<file path="src/rtl/ex_operand_stage.sv">
// ID/EX operand stage: decodes the opcode, resolves forwarding, formats the ALU operands
// and holds the result in a single valid/ready slot with load-use stall and flush.
module ex_operand_stage #(
    parameter int WIDTH   = 16,
    parameter int REG_W   = 4,
    parameter int NUM_FWD = 2
) (
    input  logic                     clk,
    input  logic                     rst_n,
    input  logic                     in_valid,
    output logic                     in_ready,
    input  logic [15:0]              instr,
    input  logic [REG_W-1:0]         rs_idx,
    input  logic [REG_W-1:0]         rt_idx,
    input  logic [WIDTH-1:0]         rs_data,
    input  logic [WIDTH-1:0]         rt_data,
    input  logic [WIDTH-1:0]         pcs,
    input  logic [NUM_FWD-1:0]       fwd_valid,
    input  logic [NUM_FWD-1:0]       fwd_pending,
    input  logic [NUM_FWD*REG_W-1:0] fwd_idx,
    input  logic [NUM_FWD*WIDTH-1:0] fwd_data,
    input  logic                     flush,
    output logic                     out_valid,
    input  logic                     out_ready,
    output logic [WIDTH-1:0]         alu_a,
    output logic [WIDTH-1:0]         alu_b,
    output logic [WIDTH-1:0]         store_data,
    output logic [6:0]               alu_op,
    output logic                     hazard
);

    localparam logic [3:0] OP_ADD    = 4'h0;
    localparam logic [3:0] OP_SUB    = 4'h1;
    localparam logic [3:0] OP_RED    = 4'h2;
    localparam logic [3:0] OP_XOR    = 4'h3;
    localparam logic [3:0] OP_SLL    = 4'h4;
    localparam logic [3:0] OP_SRA    = 4'h5;
    localparam logic [3:0] OP_ROR    = 4'h6;
    localparam logic [3:0] OP_PADDSB = 4'h7;
    localparam logic [3:0] OP_LW     = 4'h8;
    localparam logic [3:0] OP_SW     = 4'h9;
    localparam logic [3:0] OP_LHB    = 4'hA;
    localparam logic [3:0] OP_LLB    = 4'hB;
    localparam logic [3:0] OP_PCS    = 4'hE;

    logic [3:0] opcode;
    logic [3:0] imm4;
    logic [7:0] imm8;
    logic       unused_instr_bits;

    assign opcode            = instr[15:12];
    assign imm4              = instr[3:0];
    assign imm8              = instr[7:0];
    assign unused_instr_bits = ^instr[11:8];

    // ---------------------------------------------------------------
    // Operand usage
    // ---------------------------------------------------------------
    logic rs_used;
    logic rt_b_used;
    logic rt_st_used;

    always_comb begin
        rs_used    = (opcode <= OP_LLB);
        rt_b_used  = 1'b0;
        rt_st_used = (opcode == OP_SW);
        case (opcode)
            OP_ADD, OP_SUB, OP_RED, OP_XOR, OP_PADDSB: rt_b_used = 1'b1;
            default:                                   rt_b_used = 1'b0;
        endcase
    end

    // ---------------------------------------------------------------
    // Forwarding match vectors; register 0 never matches
    // ---------------------------------------------------------------
    logic [NUM_FWD-1:0] rs_hit;
    logic [NUM_FWD-1:0] rt_hit;

    generate
        for (genvar gi = 0; gi < NUM_FWD; gi++) begin : g_fwd_match
            logic [REG_W-1:0] src_idx;
            assign src_idx    = fwd_idx[gi*REG_W +: REG_W];
            assign rs_hit[gi] = fwd_valid[gi] && (src_idx == rs_idx) && (rs_idx != '0);
            assign rt_hit[gi] = fwd_valid[gi] && (src_idx == rt_idx) && (rt_idx != '0);
        end
    endgenerate

    // Returns {hazarded, value}; scanning downward lets the lowest index win.
    function automatic logic [WIDTH:0] resolve(
        input logic [NUM_FWD-1:0]       hit,
        input logic [NUM_FWD-1:0]       pend,
        input logic [NUM_FWD*WIDTH-1:0] data,
        input logic [WIDTH-1:0]         rf
    );
        logic [WIDTH:0] r;
        r = {1'b0, rf};
        for (int i = NUM_FWD - 1; i >= 0; i--) begin
            if (hit[i]) begin
                r = {pend[i], data[i*WIDTH +: WIDTH]};
            end
        end
        return r;
    endfunction

    logic [WIDTH:0]   rs_res;
    logic [WIDTH:0]   rt_res;
    logic [WIDTH-1:0] rs_val;
    logic [WIDTH-1:0] rt_val;
    logic             rs_haz;
    logic             rt_haz;

    assign rs_res = resolve(rs_hit, fwd_pending, fwd_data, rs_data);
    assign rt_res = resolve(rt_hit, fwd_pending, fwd_data, rt_data);
    assign rs_val = rs_res[WIDTH-1:0];
    assign rt_val = rt_res[WIDTH-1:0];
    assign rs_haz = rs_res[WIDTH];
    assign rt_haz = rt_res[WIDTH];

    assign hazard = in_valid & ((rs_used & rs_haz) | ((rt_b_used | rt_st_used) & rt_haz));

    // ---------------------------------------------------------------
    // Operand formatting
    // ---------------------------------------------------------------
    logic [WIDTH-1:0] lhb_a;
    logic [WIDTH-1:0] mem_off;

    generate
        if (WIDTH > 16) begin : g_lhb_wide
            assign lhb_a = {rs_val[WIDTH-1:16], 8'h00, rs_val[7:0]};
        end else begin : g_lhb_16
            assign lhb_a = {8'h00, rs_val[7:0]};
        end
    endgenerate

    assign mem_off = {{(WIDTH-5){imm4[3]}}, imm4, 1'b0};

    logic [WIDTH-1:0] a_fmt;
    logic [WIDTH-1:0] b_fmt;
    logic [WIDTH-1:0] st_fmt;
    logic [6:0]       op_fmt;

    always_comb begin
        a_fmt  = rs_val;
        b_fmt  = '0;
        st_fmt = '0;
        case (opcode)
            OP_ADD, OP_SUB, OP_RED, OP_XOR, OP_PADDSB: b_fmt = rt_val;
            OP_SLL, OP_SRA, OP_ROR:                    b_fmt = WIDTH'(imm4);
            OP_LW: begin
                a_fmt = {rs_val[WIDTH-1:1], 1'b0};
                b_fmt = mem_off;
            end
            OP_SW: begin
                a_fmt  = {rs_val[WIDTH-1:1], 1'b0};
                b_fmt  = mem_off;
                st_fmt = rt_val;
            end
            OP_LHB: begin
                a_fmt = lhb_a;
                b_fmt = WIDTH'({imm8, 8'h00});
            end
            OP_LLB: begin
                a_fmt = {rs_val[WIDTH-1:8], 8'h00};
                b_fmt = WIDTH'(imm8);
            end
            OP_PCS: begin
                a_fmt = '0;
                b_fmt = pcs;
            end
            default: ;
        endcase
    end

    // shop is only meaningful to the shifter, so other ops carry zero there.
    logic [1:0] op_sel;
    logic       op_sat;
    logic       op_red;
    logic       op_sub;
    logic [1:0] op_shop;
    logic       is_shift;

    always_comb begin
        is_shift = (opcode == OP_SLL) || (opcode == OP_SRA) || (opcode == OP_ROR);
        op_sel   = 2'b00;
        if (opcode == OP_XOR) begin
            op_sel = 2'b01;
        end else if (is_shift) begin
            op_sel = 2'b10;
        end
        op_sat  = (opcode == OP_PADDSB);
        op_red  = (opcode == OP_RED);
        op_sub  = (opcode == OP_SUB);
        op_shop = is_shift ? opcode[1:0] : 2'b00;
        op_fmt  = {op_sel, op_sat, op_red, op_sub, op_shop};
    end

    // ---------------------------------------------------------------
    // Pipeline slot
    // ---------------------------------------------------------------
    logic             valid_q, valid_d;
    logic [WIDTH-1:0] a_q, a_d;
    logic [WIDTH-1:0] b_q, b_d;
    logic [WIDTH-1:0] st_q, st_d;
    logic [6:0]       op_q, op_d;
    logic             accept;

    assign in_ready = (~valid_q | out_ready) & ~hazard & ~flush;
    assign accept   = in_valid & in_ready;

    always_comb begin
        valid_d = valid_q;
        a_d     = a_q;
        b_d     = b_q;
        st_d    = st_q;
        op_d    = op_q;
        if (flush) begin
            valid_d = 1'b0;
        end else if (accept) begin
            valid_d = 1'b1;
            a_d     = a_fmt;
            b_d     = b_fmt;
            st_d    = st_fmt;
            op_d    = op_fmt;
        end else if (out_ready) begin
            valid_d = 1'b0;
        end
    end

    always_ff @(posedge clk or negedge rst_n) begin
        if (!rst_n) begin
            valid_q <= 1'b0;
            a_q     <= '0;
            b_q     <= '0;
            st_q    <= '0;
            op_q    <= '0;
        end else begin
            valid_q <= valid_d;
            a_q     <= a_d;
            b_q     <= b_d;
            st_q    <= st_d;
            op_q    <= op_d;
        end
    end

    assign out_valid  = valid_q;
    assign alu_a      = a_q;
    assign alu_b      = b_q;
    assign store_data = st_q;
    assign alu_op     = op_q;

endmodule
</file>
<file path="config.mk">
export PLATFORM = sky130hd
export DESIGN_NAME = ex_operand_stage
export DESIGN_NICKNAME = d
export VERILOG_FILES = /design/src/rtl/ex_operand_stage.sv
export SDC_FILE = /design/constraint.sdc
export NUM_CORES = 1
export LEC_CHECK = 0
export ABC_AREA = 1
export BUFFER_PORTS_ARGS = -buffer_cell sky130_fd_sc_hd__buf_2
export CAP_MARGIN = 40
export CORE_UTILIZATION = 48
export CTS_CLUSTER_SIZE = 14
export DETAILED_ROUTE_END_ITERATION = 8
export HOLD_SLACK_MARGIN = 0.1
export PLACE_DENSITY = 0.9
export SLEW_MARGIN = 0
export SYNTH_ARGS = -nofsm -noshare
export SYNTH_HDL_FRONTEND = slang
export SYNTH_SLANG_ARGS = --single-unit
</file>
<file path="constraint.sdc">
create_clock -name clk -period 2.26 [get_ports clk]
set_clock_uncertainty 0.2 [all_clocks]
set_input_delay 0.452 -clock clk [delete_from_list [all_inputs] [get_ports clk]]
set_output_delay 0.452 -clock clk [all_outputs]
set_load 0.02 [all_outputs]
</file>
After elaboration in Yosys (flattened, before gate mapping)
Index checks and enable logic that the tools add are counted.
{"block": "classes", "n_eq_ne": 16, "bitwise": 12, "n_lt_le_gt_ge": 1, "reduce_logical": 18, "n_mux": 14}
{"op": "16-bit case mux with 6 select lines", "count": 1}
{"op": "17-bit two-way mux", "count": 4}
{"op": "16-bit case mux with 4 select lines", "count": 1}
{"op": "4-bit == test, second input constant", "count": 5}
{"op": "4-bit by 3-bit == test with 1-bit output, second input constant", "count": 4}
{"op": "4-bit == test", "count": 4}
{"op": "16-bit two-way mux", "count": 1}
{"op": "4-bit by 2-bit == test with 1-bit output, second input constant", "count": 2}
{"op": "1-bit logical AND", "count": 8}
{"op": "4-bit nonzero test", "count": 2}
{"op": "1-bit AND", "count": 6}
{"op": "2-bit two-way mux", "count": 3}
{"op": "5-bit OR reduction", "count": 1}
{"op": "4-bit by 1-bit == test with 1-bit output, second input constant", "count": 1}
{"op": "4-bit less-or-equal comparator, second input constant", "count": 1}
{"op": "4-bit zero test", "count": 1}
{"op": "1-bit two-way mux", "count": 4}
{"op": "1-bit inverter", "count": 3}
{"op": "1-bit OR", "count": 3}
{"op": "3-bit nonzero test", "count": 1}
{"op": "3-bit OR reduction", "count": 1}
{"op": "1-bit logical OR", "count": 2}
{"op": "2-bit AND reduction", "count": 1}
{"op": "2-bit OR reduction", "count": 1}
{"block": "totals", "reg_bits": 56, "input_bits": 121, "wordCells": 66}

Longest topological paths before layout
{"block": "depth", "word_depth": 14, "depth_mapped": 14, "depth_no_buf": 12}

Worst setup path before layout
Ideal clock, no wire load.
{"block": "synth_timing", "path_kind": "in2out", "from": "input fwd_idx[5]", "to": "output in_ready", "path_slack_ns": -0.330, "path_stages": 9, "n_path_buf": 0, "arrival_ns": 1.938, "path_cell_list": "inv_1 nand2_1 nand2_1 nor2_4 nand3_4 o21ai_1 nand2_1 a21boi_0 nor2b_1"}
{"block": "synth_via", "elab_chain_cells": 11, "elab_cells_between_ends": 17, "classes_between": "eq/ne: 2; mux: 4; bitwise: 7; reduce/logical: 4"}
{"item": "from (decl)", "line_no": "20", "rtl": "input logic [NUM_FWD*REG_W-1:0] fwd_idx,"}
{"item": "4-bit == test (on tied branches)", "line_no": "83, 84"}
{"item": "1-bit logical AND (on tied branches) (2 in series)", "line_no": "83, 84"}
{"item": "17-bit two-way mux (2 in series)", "line_no": "98", "rtl": "if (hit[i]) begin"}
{"item": "1-bit AND", "line_no": "119", "rtl": "assign hazard = in_valid & ((rs_used & rs_haz) | ((rt_b_used | rt_st_used) & rt_haz));"}
{"item": "1-bit OR *", "line_no": "119"}
{"item": "1-bit AND *", "line_no": "119"}
{"item": "via hazard", "line_no": "29", "rtl": "output logic hazard"}
{"item": "1-bit inverter *", "line_no": "207", "rtl": "assign in_ready = (~valid_q | out_ready) & ~hazard & ~flush;"}
{"item": "1-bit AND * (2 in series)", "line_no": "207"}
{"item": "to (decl)", "line_no": "11", "rtl": "output logic in_ready,"}
The timed path passes the listed nets; every way through them passes the cells marked *.

Worst setup path after layout
{"block": "layout_timing", "from": "input rt_idx[1]", "to": "output in_ready"}
{"block": "layout_via", "elab_chain_cells": 11, "elab_cells_between_ends": 15, "classes_between": "eq/ne: 2; mux: 2; bitwise: 6; reduce/logical: 5"}
{"item": "from (decl)", "line_no": "14", "rtl": "input logic [REG_W-1:0] rt_idx,"}
{"item": "4-bit == test", "line_no": "84", "rtl": "assign rt_hit[gi] = fwd_valid[gi] && (src_idx == rt_idx) && (rt_idx != '0);"}
{"item": "1-bit logical AND (2 in series)", "line_no": "84"}
{"item": "17-bit two-way mux", "line_no": "98"}
{"item": "17-bit two-way mux *", "line_no": "98"}
{"item": "1-bit AND *", "line_no": "119"}
{"item": "1-bit OR *", "line_no": "119"}
{"item": "1-bit AND *", "line_no": "119"}
{"item": "1-bit inverter *", "line_no": "207"}
{"item": "1-bit AND * (2 in series)", "line_no": "207"}
Every way passes the cells marked *; elsewhere a longest branch is shown, timed or not.

==> impl_metrics.toml <==
[critical_path]
crit_buf_inv = 3
crit_end = "in_ready"
worstPathArrival_ns = 1.61
setup.worst_path.class = "in2out"
slowest_delay_ns = 0.16
crit_chain = "buf_4 -> nor2_1 -> nand2_1 -> nand2_1 -> inv_1 -> nand3_2 -> nor2_2 -> nor2_2 -> nand2_2 -> a21boi_2 -> nor2b_1 -> buf_4"
worstPathMaxFanout = 3
rr_endpoint = "alu_a[5]$_DFFE_PN0P_"
crit_family = "simple AND/OR/NAND/NOR gates"
slowest_stage = "a21boi_2"
critPathCaptureType = "output pin"
r2r-start = "out_valid$_DFFE_PN0P_"
startpoint_type = "input pin"
r2r_cells = 5
startpoint = "rt_idx[1]"
cp.depth = 12
reg2reg_slack_ns = 0.66
required_ns = 1.61

[logic_synthesis]
syn_avg_cell_area_um2 = 6.69
synth-seq-cells = 56
synth_cell_types = 31
syn-cell-area_um2 = 3910
syn-num-nets = 706
ys_warn_count = 0
yosysSeqAreaShare_pct = 35.8
syn_inst = 585

[clocking]
clockBufferDepth = 2
clk_pin_slew_ns = 0.11
clock_latency_ns = 0.31
cts_sinks = 56
cts_buffers = 5
cts-root-buf = "clkbuf_8"
htreeDepth = 2
cts_tree = "done"

[floorplan]
die-area_um2 = 8510
num_rows = 32
coreArea_um2 = 7810
die_x_um = 92.3
initial_core_util_pct = 50.1
die_y_um = 92.3
ioPinCount = 179

[timing]
finalCriticalPeriod_ns = 2.26
hold_viol = 0
tightest_slew_ns = 0.700
fin_crit_sh_pct = 99.9
slew_headroom_pct = 53.2
max_freq_mhz = 443
finalMaxSlewViolations = 0
finalSetupViolations = 0

[power_and_ir_drop]
p_total_mw = 2.79
ir_drop_mv = 0.310
power.leakage_nw = 2.89
powerDensity_nw_per_um2 = 526

[drt]
ant_nets = 0
first_pass_iters = 5
drc = 0
vias = 4937
avgViaCountPerCell = 5.67
wl_um = 14000
drtIter0Drc = 453
wire_per_inst_um = 16.1

[grt]
grt_pass1_wl_um = 21600
grt_start_max_net_pins = 44
grtUsageTotal_pct = 32.4
antenna_found_initial = 0
overflow = 0
first_global_vias = 4534

[finish]
nets = 888
final_area_um2 = 5310
antennaDiodeCount = 0
drive_gt1_share_pct = 36.8
fin_cells = 870
areaGrowthSynthToFinish_pct = 35.6

[run_status]
status = "complete, no violations"

[worst_hold_path]
min_path_type = "in2reg"

[flow_run]
max-cap-violations = 0

[placed_design]
place.gp.congestion = 0.978
dp.cells = 852
dp_hpwl_um = 10700
place_area_um2 = 4960
port_buffers = 174
## stage by stage
stage | utilization [%] | worst slack (ns) | setup TNS [ns] | hold slack, ns
final | 67.9 | 0.00152 | 0 | 0.111
after global routing | 67.9 | -0.0603 | -0.0864 | 0.123
after CTS | 65.4 | 0.000376 | 0 | 0.111
after detailed placement | 63.5 | -0.0437 | -0.0714 | 0.275
after global placement | 63.5 | -0.00175 | -0.00175 | 0.267
after floorplan | - | 0.0204 | 0 | -0.0436
## how the worst min path moves through the flow
stage	from	endpoint	slack, ns	cells after the start
floorplan	rst_n	alu_a[0]$_DFFE_PN0P_	-0.04	0
global placement	alu_a[11]$_DFFE_PN0P_	alu_a[11]$_DFFE_PN0P_	0.27	2
detailed placement	alu_a[11]$_DFFE_PN0P_	alu_a[11]$_DFFE_PN0P_	0.28	2
CTS	flush	out_valid$_DFFE_PN0P_	0.11	2
global route	flush	out_valid$_DFFE_PN0P_	0.12	2
finish	flush	out_valid$_DFFE_PN0P_	0.11	2
## logic make-up after synthesis
logic type	synth area share, %
simple gates	41.7
compound gates	12.9
buf+inv	9.53
flops	35.8
## power breakdown
group          switching [mW]  total [mW]  internal [mW]  leakage, nW
combinational           0.641        1.02          0.380         2.11
sequential             0.0705        1.20           1.13        0.740
clock                   0.350       0.572          0.222       0.0414
total                    1.06        2.79           1.73         2.89
## registers in the layout, summed over array words and instances, names as in the netlist
| name | count |
|---|---|
| alu_op | 7 |
| alu_b | 16 |
| out_valid | 1 |
| alu_a | 16 |
| store_data | 16 |
## layout make-up
type / count / area [um^2]
Fill cell: 682 / 2500
Multi-Input combinational cell: 448 / 2260
Sequential cell: 56 / 1400
Timing Repair Buffer: 207 / 1240
Inverter: 49 / 191
Tap cell: 102 / 128
Clock buffer: 6 / 72.6
Clock inverter: 2 / 16.3
## repair_timing
item / 4_1_cts / 5_1_grt
buffers inserted: 2 / 7
pin swaps: 13 / 29
resized for setup: 17 / 56
hold endpoints to repair: 25 / 0
endpoints found under the setup margin: 2 / 2
hold buffers: 1 / 0
## synthesized netlist by cell type, drive strengths merged
cell type / number / area share (%)
inv: 49 / 4.7
a221oi: 14 / 3.1
buf: 17 / 3.4
a21boi: 1 / 0.19
or2: 17 / 2.7
nor3: 1 / 0.26
nand4: 33 / 5.4
dfrtp: 56 / 36
nand3b: 1 / 0.29
nand2: 175 / 17
nand3: 68 / 9.1
o211ai: 1 / 0.19
and3: 1 / 0.16
nor2b: 1 / 0.16
a22oi: 1 / 0.19
nor2: 64 / 6.7
clkbuf: 15 / 1.4
a32o: 1 / 0.26
a21oi: 3 / 0.48
o21ai: 66 / 8.4
## cells in the final DEF, fill, tap and decap left out, types with 17 or more instances in the layout
| cell | n |
|---|---|
| nand2_1 | 160 |
| buf_2 | 159 |
| nand3_1 | 65 |
| o21ai_1 | 58 |
| dfrtp_1 | 56 |
| nor2_1 | 52 |
| buf_4 | 35 |
| inv_1 | 34 |
| nand4_1 | 32 |
| or2_2 | 17 |
## metal layers
metal | wire, um | global-route usage (%) | vias to the layer above
li1 | - | - | 2316
met1 | 5270 | 40.3 | 2227
met2 | 6610 | 53.2 | 323
met5 | 0 | 0 | -
met3 | 1430 | 6.88 | 71
met4 | 708 | 15.9 | 0
(Power assumes the default switching activity.)
